==> src/rtl/score_counter_mc.sv <==
// Multi-channel edge-triggered score counter with saturate or wrap limits.
// Each channel counts on rising edges of en_i; clear and load are shared strobes.
module score_counter_mc #(
  parameter int BW      = 7,
  parameter int MAX_VAL = 99,
  parameter int N_CH    = 2,
  parameter int WRAP    = 0
) (
  input  logic              clk_i,
  input  logic              rst_ni,
  input  logic [N_CH-1:0]   en_i,
  input  logic [N_CH-1:0]   mod_i,
  input  logic [BW-1:0]     step_i,
  input  logic              clr_i,
  input  logic              load_i,
  input  logic [N_CH-1:0]   load_ch_i,
  input  logic [BW-1:0]     load_val_i,
  output logic [N_CH*BW-1:0] counter_val_o,
  output logic [N_CH-1:0]   at_max_o,
  output logic [N_CH-1:0]   at_min_o,
  output logic [N_CH-1:0]   lim_o
);

  localparam logic [BW:0] LIM_MAX = (BW+1)'(MAX_VAL);
  localparam logic [BW:0] MODULUS = (BW+1)'(MAX_VAL + 1);

  logic [N_CH-1:0] r_en_d;
  logic [N_CH-1:0] w_evt;
  logic [BW:0]     w_step;
  logic [BW-1:0]   w_load;

  assign w_evt  = en_i & ~r_en_d;
  assign w_step = ({1'b0, step_i} > LIM_MAX) ? LIM_MAX : {1'b0, step_i};
  assign w_load = ({1'b0, load_val_i} > LIM_MAX) ? LIM_MAX[BW-1:0] : load_val_i;

  // History tracks en_i unconditionally, so edges under clear/load are consumed.
  always_ff @(posedge clk_i or negedge rst_ni) begin
    if (!rst_ni) r_en_d <= '0;
    else         r_en_d <= en_i;
  end

  for (genvar c = 0; c < N_CH; c++) begin : g_ch
    logic [BW-1:0] r_val;
    logic          r_lim;
    logic [BW:0]   w_val;
    logic [BW:0]   w_sum;
    logic [BW-1:0] w_res;
    logic          w_over;

    always_comb begin
      w_val  = {1'b0, r_val};
      w_sum  = w_val + w_step;
      w_res  = r_val;
      w_over = 1'b0;
      if (mod_i[c]) begin
        if (w_sum > LIM_MAX) begin
          w_over = 1'b1;
          w_res  = (WRAP != 0) ? BW'(w_sum - MODULUS) : LIM_MAX[BW-1:0];
        end else begin
          w_res = BW'(w_sum);
        end
      end else begin
        if (w_step > w_val) begin
          w_over = 1'b1;
          w_res  = (WRAP != 0) ? BW'(w_val + MODULUS - w_step) : '0;
        end else begin
          w_res = BW'(w_val - w_step);
        end
      end
    end

    always_ff @(posedge clk_i or negedge rst_ni) begin
      if (!rst_ni) begin
        r_val <= '0;
        r_lim <= 1'b0;
      end else if (clr_i) begin
        r_val <= '0;
        r_lim <= 1'b0;
      end else if (load_i && load_ch_i[c]) begin
        r_val <= w_load;
        r_lim <= 1'b0;
      end else if (w_evt[c]) begin
        r_val <= w_res;
        r_lim <= w_over;
      end else begin
        r_lim <= 1'b0;
      end
    end

    assign counter_val_o[c*BW +: BW] = r_val;
    assign at_max_o[c] = (r_val == LIM_MAX[BW-1:0]);
    assign at_min_o[c] = (r_val == '0);
    assign lim_o[c]    = r_lim;
  end

endmodule

==> config.mk <==
export PLATFORM = sky130hd
export DESIGN_NAME = score_counter_mc
export DESIGN_NICKNAME = d
export VERILOG_FILES = /design/src/rtl/score_counter_mc.sv
export SDC_FILE = /design/constraint.sdc
export NUM_CORES = 1
export LEC_CHECK = 0
export ABC_CLOCK_PERIOD_IN_PS = 2750
export BUFFER_PORTS_ARGS = -buffer_cell sky130_fd_sc_hd__buf_2
export CORE_MARGIN = 2
export CORE_UTILIZATION = 55
export DETAILED_ROUTE_END_ITERATION = 8
export PLACE_DENSITY = 0.75
export SKIP_CTS_REPAIR_TIMING = 1
export SKIP_LAST_GASP = 1
export SYNTH_ARGS = -nofsm -noshare
export SYNTH_HDL_FRONTEND = slang
export SYNTH_SLANG_ARGS = --single-unit
==> constraint.sdc <==
create_clock -name clk_i -period 2.75 [get_ports clk_i]
set_input_delay 0.1375 -clock clk_i [delete_from_list [all_inputs] [get_ports clk_i]]
set_output_delay 0.1375 -clock clk_i [all_outputs]
set_load 0.1 [all_outputs]
==> reports/metrics.cfg, run 1 <==
[floorplanning]
coreArea_um2=4444
fp.dieArea_um2=5260
initial_core_util_pct=58.11
die-width_um=72.53
height_of_the_die_um=72.53
ios=44
floorplan.rows=24

[power_and_ir_drop]
power.combinational.fraction_pct=63.8
max-vdd-ir-drop_mv=0.2362
power_report.internal_total_uw=723.9
finalPower_mw=1.451
power_leakage_nw=1.498
netSwitchingFraction_pct=50.12
sequential_power_share_pct=22.5
psw_uw=727.5
power-per-cell-area_nw_per_um2=454.7
share_clk_of_total_power_pct=13.7

[global_routing]
grt_max_degree=19
overflow=0
grt_first_pass_wirelength_mm=12.29
grt_antenna_before_repair=0
first_global_vias=2514
total_global_routing_track_utilization_pct=29.84

[placement]
place.port_buffers=43
gpl_congestion=0.9083
dp_slack_ns=-0.1834
dpl_wire_length_mm=6.175

[timing]
drv_slew=0
finalSetupViolCount=0
clock-skew-final_ns=0.001407
layout_worst_path_cycle_share_pct=97.50
max_clock_freq_ghz=0.3730
setup_slack_ns=0.06880
maxSlewHeadroom_pct=57.11
worst_max_slew_pin_slew_ns=0.6420
period_needed_ns=2.681
hold_viol_final=0
grt_setup_unrepaired=false

[cells_and_area]
areaGrowthSynthToFinish_pct=23.59
fin_nets=441
most_common_library_cell_in_the_layout_ignoring_fill_and_taps=sky130_fd_sc_hd__buf_2
antenna_cells_inserted=0
fin_util_pct=71.82
layout-drive-gt1-share_pct=28.42
layout.cells.most_common_list=sky130_fd_sc_hd__buf_2, sky130_fd_sc_hd__buf_4, sky130_fd_sc_hd__ha_1

[drt]
drt_iter0_drc=229
post-route-drc-count=0
num_vias=2756
final_antenna_net_count=0
routed_wire_length_per_instance_um=17.61
postRouteWirelength_mm=7.607
post_drt_via_cell_ratio=6.380
dr.pass1.iters=5

[worst_setup_path]
critPathArrivalTime_ns=2.82
setup.worst_path.end_class=register
cp_max_fo=6
path_class=reg -> reg
crit_required_ns=2.89
worst_setup_path_start_kind=register

[worst_hold_path]
hold_path_class=in -> reg

[logic_synthesis]
synthCells=313
avgSynthCellArea_um2=8.251
postSynthRegisterBits=18
dominant_combinational_cell_family_by_area_after_synthesis=compound AO/OA/AOI/OAI gates
synth_mux_area_share_pct=0.7752
synth_enable_flop_cells=0
post_synthesis_xor_xnor_area_fraction_pct=3.731
synth-seq-area-share_pct=17.44
syn-num-nets=373
ys_flop_type=sky130_fd_sc_hd__dfrtp_1
synth_cell_area_um2=2582
yosys.cell_types.count=59
synth_simple_gate_area_share_pct=17.88
yosys_warnings=0
synthAdderAreaFrac_pct=18.60
synth-compound-area-share_pct=34.88
ffs_w_async_s_r_synth_pct=100.0

[outcome]
run_status=finished, final reports clean

[job]
drv_cap=0

[cts]
clock_latency_ns=0.26
clockBufferDepth=2
numClockSinks=18
clock-root-buffer=sky130_fd_sc_hd__clkbuf_8
ctsHtreeMaxLevel=1
tritoncts_clock_tree=done
worst_setup_hold_path_clk_slew_ns=0.07
cts_buffers=3

[cell usage after synthesis, types with 8 or more instances]
| cell type | count | share of area, % |
|---|---|---|
| sky130_fd_sc_hd__a21oi_1 | 19 | 3.7 |
| sky130_fd_sc_hd__a22oi_1 | 8 | 2.3 |
| sky130_fd_sc_hd__clkbuf_1 | 10 | 1.5 |
| sky130_fd_sc_hd__dfrtp_1 | 18 | 17 |
| sky130_fd_sc_hd__ha_1 | 32 | 16 |
| sky130_fd_sc_hd__inv_1 | 26 | 3.8 |
| sky130_fd_sc_hd__nand2_1 | 11 | 1.6 |
| sky130_fd_sc_hd__nand2b_1 | 8 | 1.9 |
| sky130_fd_sc_hd__nor2_1 | 17 | 2.5 |
| sky130_fd_sc_hd__nor2b_1 | 9 | 2.2 |
| sky130_fd_sc_hd__nor3_1 | 10 | 1.9 |
| sky130_fd_sc_hd__nor4_1 | 8 | 1.9 |
| sky130_fd_sc_hd__o21a_1 | 9 | 2.6 |
| sky130_fd_sc_hd__o21ai_0 | 13 | 2.5 |
| sky130_fd_sc_hd__o31ai_1 | 8 | 2.3 |
| sky130_fd_sc_hd__xnor2_1 | 9 | 3.1 |
[path summary, 6_finish.rpt]
kind	endpoint	startpoint	slack [ns]	cells past startpoint
max	g_ch[0].r_val[3]	g_ch[0].r_val[0]	0.07	10
min	g_ch[0].r_val[2]	load_val_i[2]	0.14	3
max reg2reg	g_ch[0].r_val[3]	g_ch[0].r_val[0]	0.07	10
min reg2reg	g_ch[1].r_lim	r_en_d[1]	0.52	3
max in group asynchronous	g_ch[0].r_val[0]	rst_ni	2.08	2
min in group asynchronous	r_en_d[1]	rst_ni	0.34	2
[logic make-up (layout without fill, tap and decap cells)]
family | after synthesis | in the layout
AND/OR/NAND/NOR | 85 | 85
multiplexers | 2 | 2
buffers and inverters | 43 | 110
XOR/XNOR | 11 | 11
AO/OA/AOI/OAI | 118 | 118
flip-flops | 18 | 18
adder cells (fa/ha/maj) | 36 | 36
[stage by stage]
stage	cells	hold slack (ns)	setup TNS (ns)	cell area (um2)
2_1_floorplan	313	-0.1581	-0.2218	2655
3_3_place_gp	425	0.08826	-1.096	3112
3_5_place_dp	425	0.09128	-0.9551	3112
4_1_cts	429	-0.1863	0	3157
5_1_grt	432	0.1666	0	3192
6_report	432	0.1438	0	3192
[layout make-up]
class / instances / area (um2)
multi-input combinational: 252 / 2016
fill: 372 / 1252
timing repair buffer: 79 / 493.0
clock buffer: 4 / 45.04
tap: 52 / 65.06
sequential: 18 / 471.7
inverter: 27 / 101.3
[layer usage]
layer	share of wire, %	wire length [um]	up-vias	global-route usage (%)
met2	42	3226	125	46.16
met4	1.2	91	0	6.584
met5	0	0	-	0
met3	8.2	622	9	2.639
met1	48	3665	1304	45.02
li1	-	-	1318	-
[registers in the layout, indices dropped and copies added, names as in the netlist]
name,cells
r_en_d,2
g_ch.r_lim,2
g_ch.r_val,14
[power groups by stage]
stage	combinational (mW)	sequential, mW	clock, mW
after floorplan	0.514	0.470	0
after global placement	0.896	0.329	0
after detailed placement	0.904	0.330	0
after CTS	0.908	0.325	0.197
after global routing	0.993	0.329	0.205
final	0.926	0.326	0.199
[worst max-delay path: stages, from the launching register on]
cell and delay, ns:
sky130_fd_sc_hd__dfrtp_4 0.45, sky130_fd_sc_hd__ha_1 0.19, sky130_fd_sc_hd__inv_1 0.06, sky130_fd_sc_hd__fa_1 0.39, sky130_fd_sc_hd__o21ba_2 0.24, sky130_fd_sc_hd__o31a_1 0.27, sky130_fd_sc_hd__o311ai_1 0.30, sky130_fd_sc_hd__buf_4 0.18
sky130_fd_sc_hd__nand4b_1 0.22, sky130_fd_sc_hd__nand3_2 0.17, sky130_fd_sc_hd__o21ai_0 0.10
Power figures use the tool's default switching activity.
==> run 2: changes to the inputs <==
--- a/config.mk
+++ b/config.mk
@@ -7,10 +7,12 @@
 export LEC_CHECK = 0
 export ABC_CLOCK_PERIOD_IN_PS = 2750
 export BUFFER_PORTS_ARGS = -buffer_cell sky130_fd_sc_hd__buf_2
+export CELL_PAD_IN_SITES_DETAIL_PLACEMENT = 1
+export CELL_PAD_IN_SITES_GLOBAL_PLACEMENT = 2
 export CORE_MARGIN = 2
-export CORE_UTILIZATION = 55
+export CORE_UTILIZATION = 34
 export DETAILED_ROUTE_END_ITERATION = 8
-export PLACE_DENSITY = 0.75
+export PLACE_DENSITY = 0.78
 export SKIP_CTS_REPAIR_TIMING = 1
 export SKIP_LAST_GASP = 1
 export SYNTH_ARGS = -nofsm -noshare
==> run 2 against run 1 <==
Effect of this change: first-iteration DRC count down 38%; via count up 2.8%; final cell count up 16%; largest cell class unchanged; sequential power down 2%; largest power group unchanged; count of clock-buffer cells in the layout unchanged; critical path depth up 1.
==> reports/metrics.cfg, run 2 (same netlist as run 1, synthesis figures left out) <==
[outcome]
run_status=finished, final reports clean

[global_routing]
first_global_vias=2907  ; +16%
overflow=0  ; unchanged
grt_util_met3_pct=1.411  ; -1.2 points
met1_usage_pct=33.62  ; -11 points
grt_first_pass_wirelength_mm=15.35  ; +25%
grt_antenna_before_repair=0  ; unchanged
most_crowded_layer_gr=met2
total_global_routing_track_utilization_pct=22.79  ; -7.0 points
grt_max_degree=19  ; unchanged
groute.layer.met2.usage_pct=37.47  ; -8.7 points

[cells_and_area]
fin_nets=462  ; +4.8%
layout-drive-gt1-share_pct=34.41  ; +6.0 points
top_register=g_ch.r_val
fin_util_pct=47.51  ; -24 points
registers_with_the_most_flip_flops=g_ch.r_val: 14 flops, g_ch.r_lim: 2 flops, r_en_d: 2 flops
layout.cells.most_common_list=sky130_fd_sc_hd__buf_4, sky130_fd_sc_hd__buf_2, sky130_fd_sc_hd__ha_1
areaGrowthSynthToFinish_pct=34.16
largest_register_ffs=14  ; unchanged
most_common_library_cell_in_the_layout_ignoring_fill_and_taps=sky130_fd_sc_hd__buf_4
antenna_cells_inserted=0  ; unchanged
post-route-cell-area_um2=3465  ; +8.5%
layout.cells.non_filler=500  ; +16%

[drt]
num_vias=2832  ; +2.8%
drt_iter0_drc=141  ; -38%
dr.pass1.iters=4  ; -1
post-route-drc-count=0  ; unchanged
post_drt_via_cell_ratio=5.664  ; -11%
routed_wire_length_per_instance_um=18.95  ; +7.6%
final_antenna_net_count=0  ; unchanged
postRouteWirelength_mm=9.474  ; +25%

[worst_setup_path]
critPathArrivalTime_ns=2.79  ; -0.03 ns
rr_endpoint=g_ch[0].r_val[2]
worst-path-buf-inv=3  ; +1
crit_required_ns=2.91  ; +0.02 ns
worst_setup_path_start_kind=register
critical_path.slowest_cell=sky130_fd_sc_hd__dfrtp_4
ff2ff_setup_slack_ns=0.13  ; +0.06 ns
path_class=reg -> reg
critical_path.top_delay_family=compound AO/OA/AOI/OAI gates
setup.worst_path.end_class=register
crit_path_frequent_cell=sky130_fd_sc_hd__buf_4
slowest_delay_ns=0.43  ; -0.02 ns
timing.critical_path.cells=ha_1, inv_1, fa_1, o21ba_2, o31a_1, buf_4, a221oi_2, nand4b_1, buf_4, nand3_1, o21ai_1
cp_max_fo=4  ; -2
startpoint_of_the_most_critical_register_to_register_path=g_ch[0].r_val[0]
timing.reg2reg.worst_path_depth=11  ; +1

[timing]
maxSlewHeadroom_pct=58.15  ; +1.0 points
layout_worst_path_cycle_share_pct=95.43  ; -2.1 points
period_needed_ns=2.624  ; -0.05682 ns
drv_slew=0  ; unchanged
hold_viol_final=0  ; unchanged
final.hold.worst_slack_ns=0.01013  ; -0.1337 ns
worst_max_slew_pin_slew_ns=0.6265  ; -0.01550 ns
grt_setup_unrepaired=true
max_clock_freq_ghz=0.3810  ; +2.2%
finalSetupViolCount=0  ; unchanged
clock-skew-final_ns=0.001595  ; +0.0001886 ns

[placement]
dpl_wire_length_mm=7.793  ; +26%
place.port_buffers=43  ; unchanged
gpl_congestion=0.9049  ; -0.37%
detailed_place.area_um2=3328  ; +7.0%
numPlacedInstances=493  ; +16%

[worst_hold_path]
hold-path-endpoint=r_en_d[0]
timing.hold.worst_path_depth=1  ; -2
hold_path_class=in -> reg
worstHoldStart=en_i[0]

[cts]
ctsHtreeMaxLevel=1  ; unchanged
worst_setup_hold_path_clk_slew_ns=0.07  ; about the same
clock-root-buffer=sky130_fd_sc_hd__clkbuf_8
tritoncts_clock_tree=done
clockBufferDepth=2  ; unchanged
clock_latency_ns=0.26  ; about the same
numClockSinks=18  ; unchanged
cts_buffers=3  ; unchanged

[power_and_ir_drop]
power_leakage_nw=1.617  ; +7.9%
finalPower_mw=1.543  ; +6.3%
power-per-cell-area_nw_per_um2=445.5  ; -2.0%
max-vdd-ir-drop_mv=0.1725  ; -27%

[floorplanning]
fp.dieArea_um2=8308  ; +58%
floorplan.rows=31  ; +29%
initial_core_util_pct=35.42  ; -23 points
coreArea_um2=7292  ; +64%
height_of_the_die_um=91.15  ; +26%
die-width_um=91.15  ; +26%
ios=44  ; unchanged

[job]
drv_cap=0  ; unchanged

run 2: per-stage QoR:
step	setup TNS, ns	setup slack (ns)
floorplan	-0.2218	-0.2218
global placement	-1.028	-0.1490
detailed placement	-2.838	-0.2775
CTS	-0.1716	-0.05111
global route	-0.1440	-0.04887
finish	0	0.1256
run 2: final cells by class:
cell class	count	area [um2]
tap	99	123.9
multi-input combinational	252	2074
clock buffer	4	45.04
fill	919	3827
timing repair buffer	100	648.1
inverter	27	101.3
sequential	18	471.7
run 2: worst max path at each step:
stage                      from                to  slack [ns]  cells past startpoint
2_1_floorplan  g_ch[0].r_val[6]       at_max_o[0]       -0.22                      2
6_report       g_ch[0].r_val[0]  g_ch[0].r_val[2]        0.13                     11
3_3_place_gp          step_i[2]  g_ch[1].r_val[2]       -0.15                     13
5_1_grt               step_i[2]  g_ch[1].r_val[4]       -0.05                     13
4_1_cts               step_i[2]  g_ch[1].r_val[2]       -0.05                     13
3_5_place_dp          step_i[2]  g_ch[1].r_val[4]       -0.28                     13
run 2: power by group:
part / switching [mW] / internal [mW]
clock: 0.0923 / 0.103
combinational: 0.649 / 0.380
sequential: 0.0286 / 0.292
total: 0.769 / 0.774
run 2: metal layers:
metal	vias up	routed length, um
li1	1355	-
met1	1405	4672
met2	66	4299
met3	6	453
met4	0	48
met5	-	0
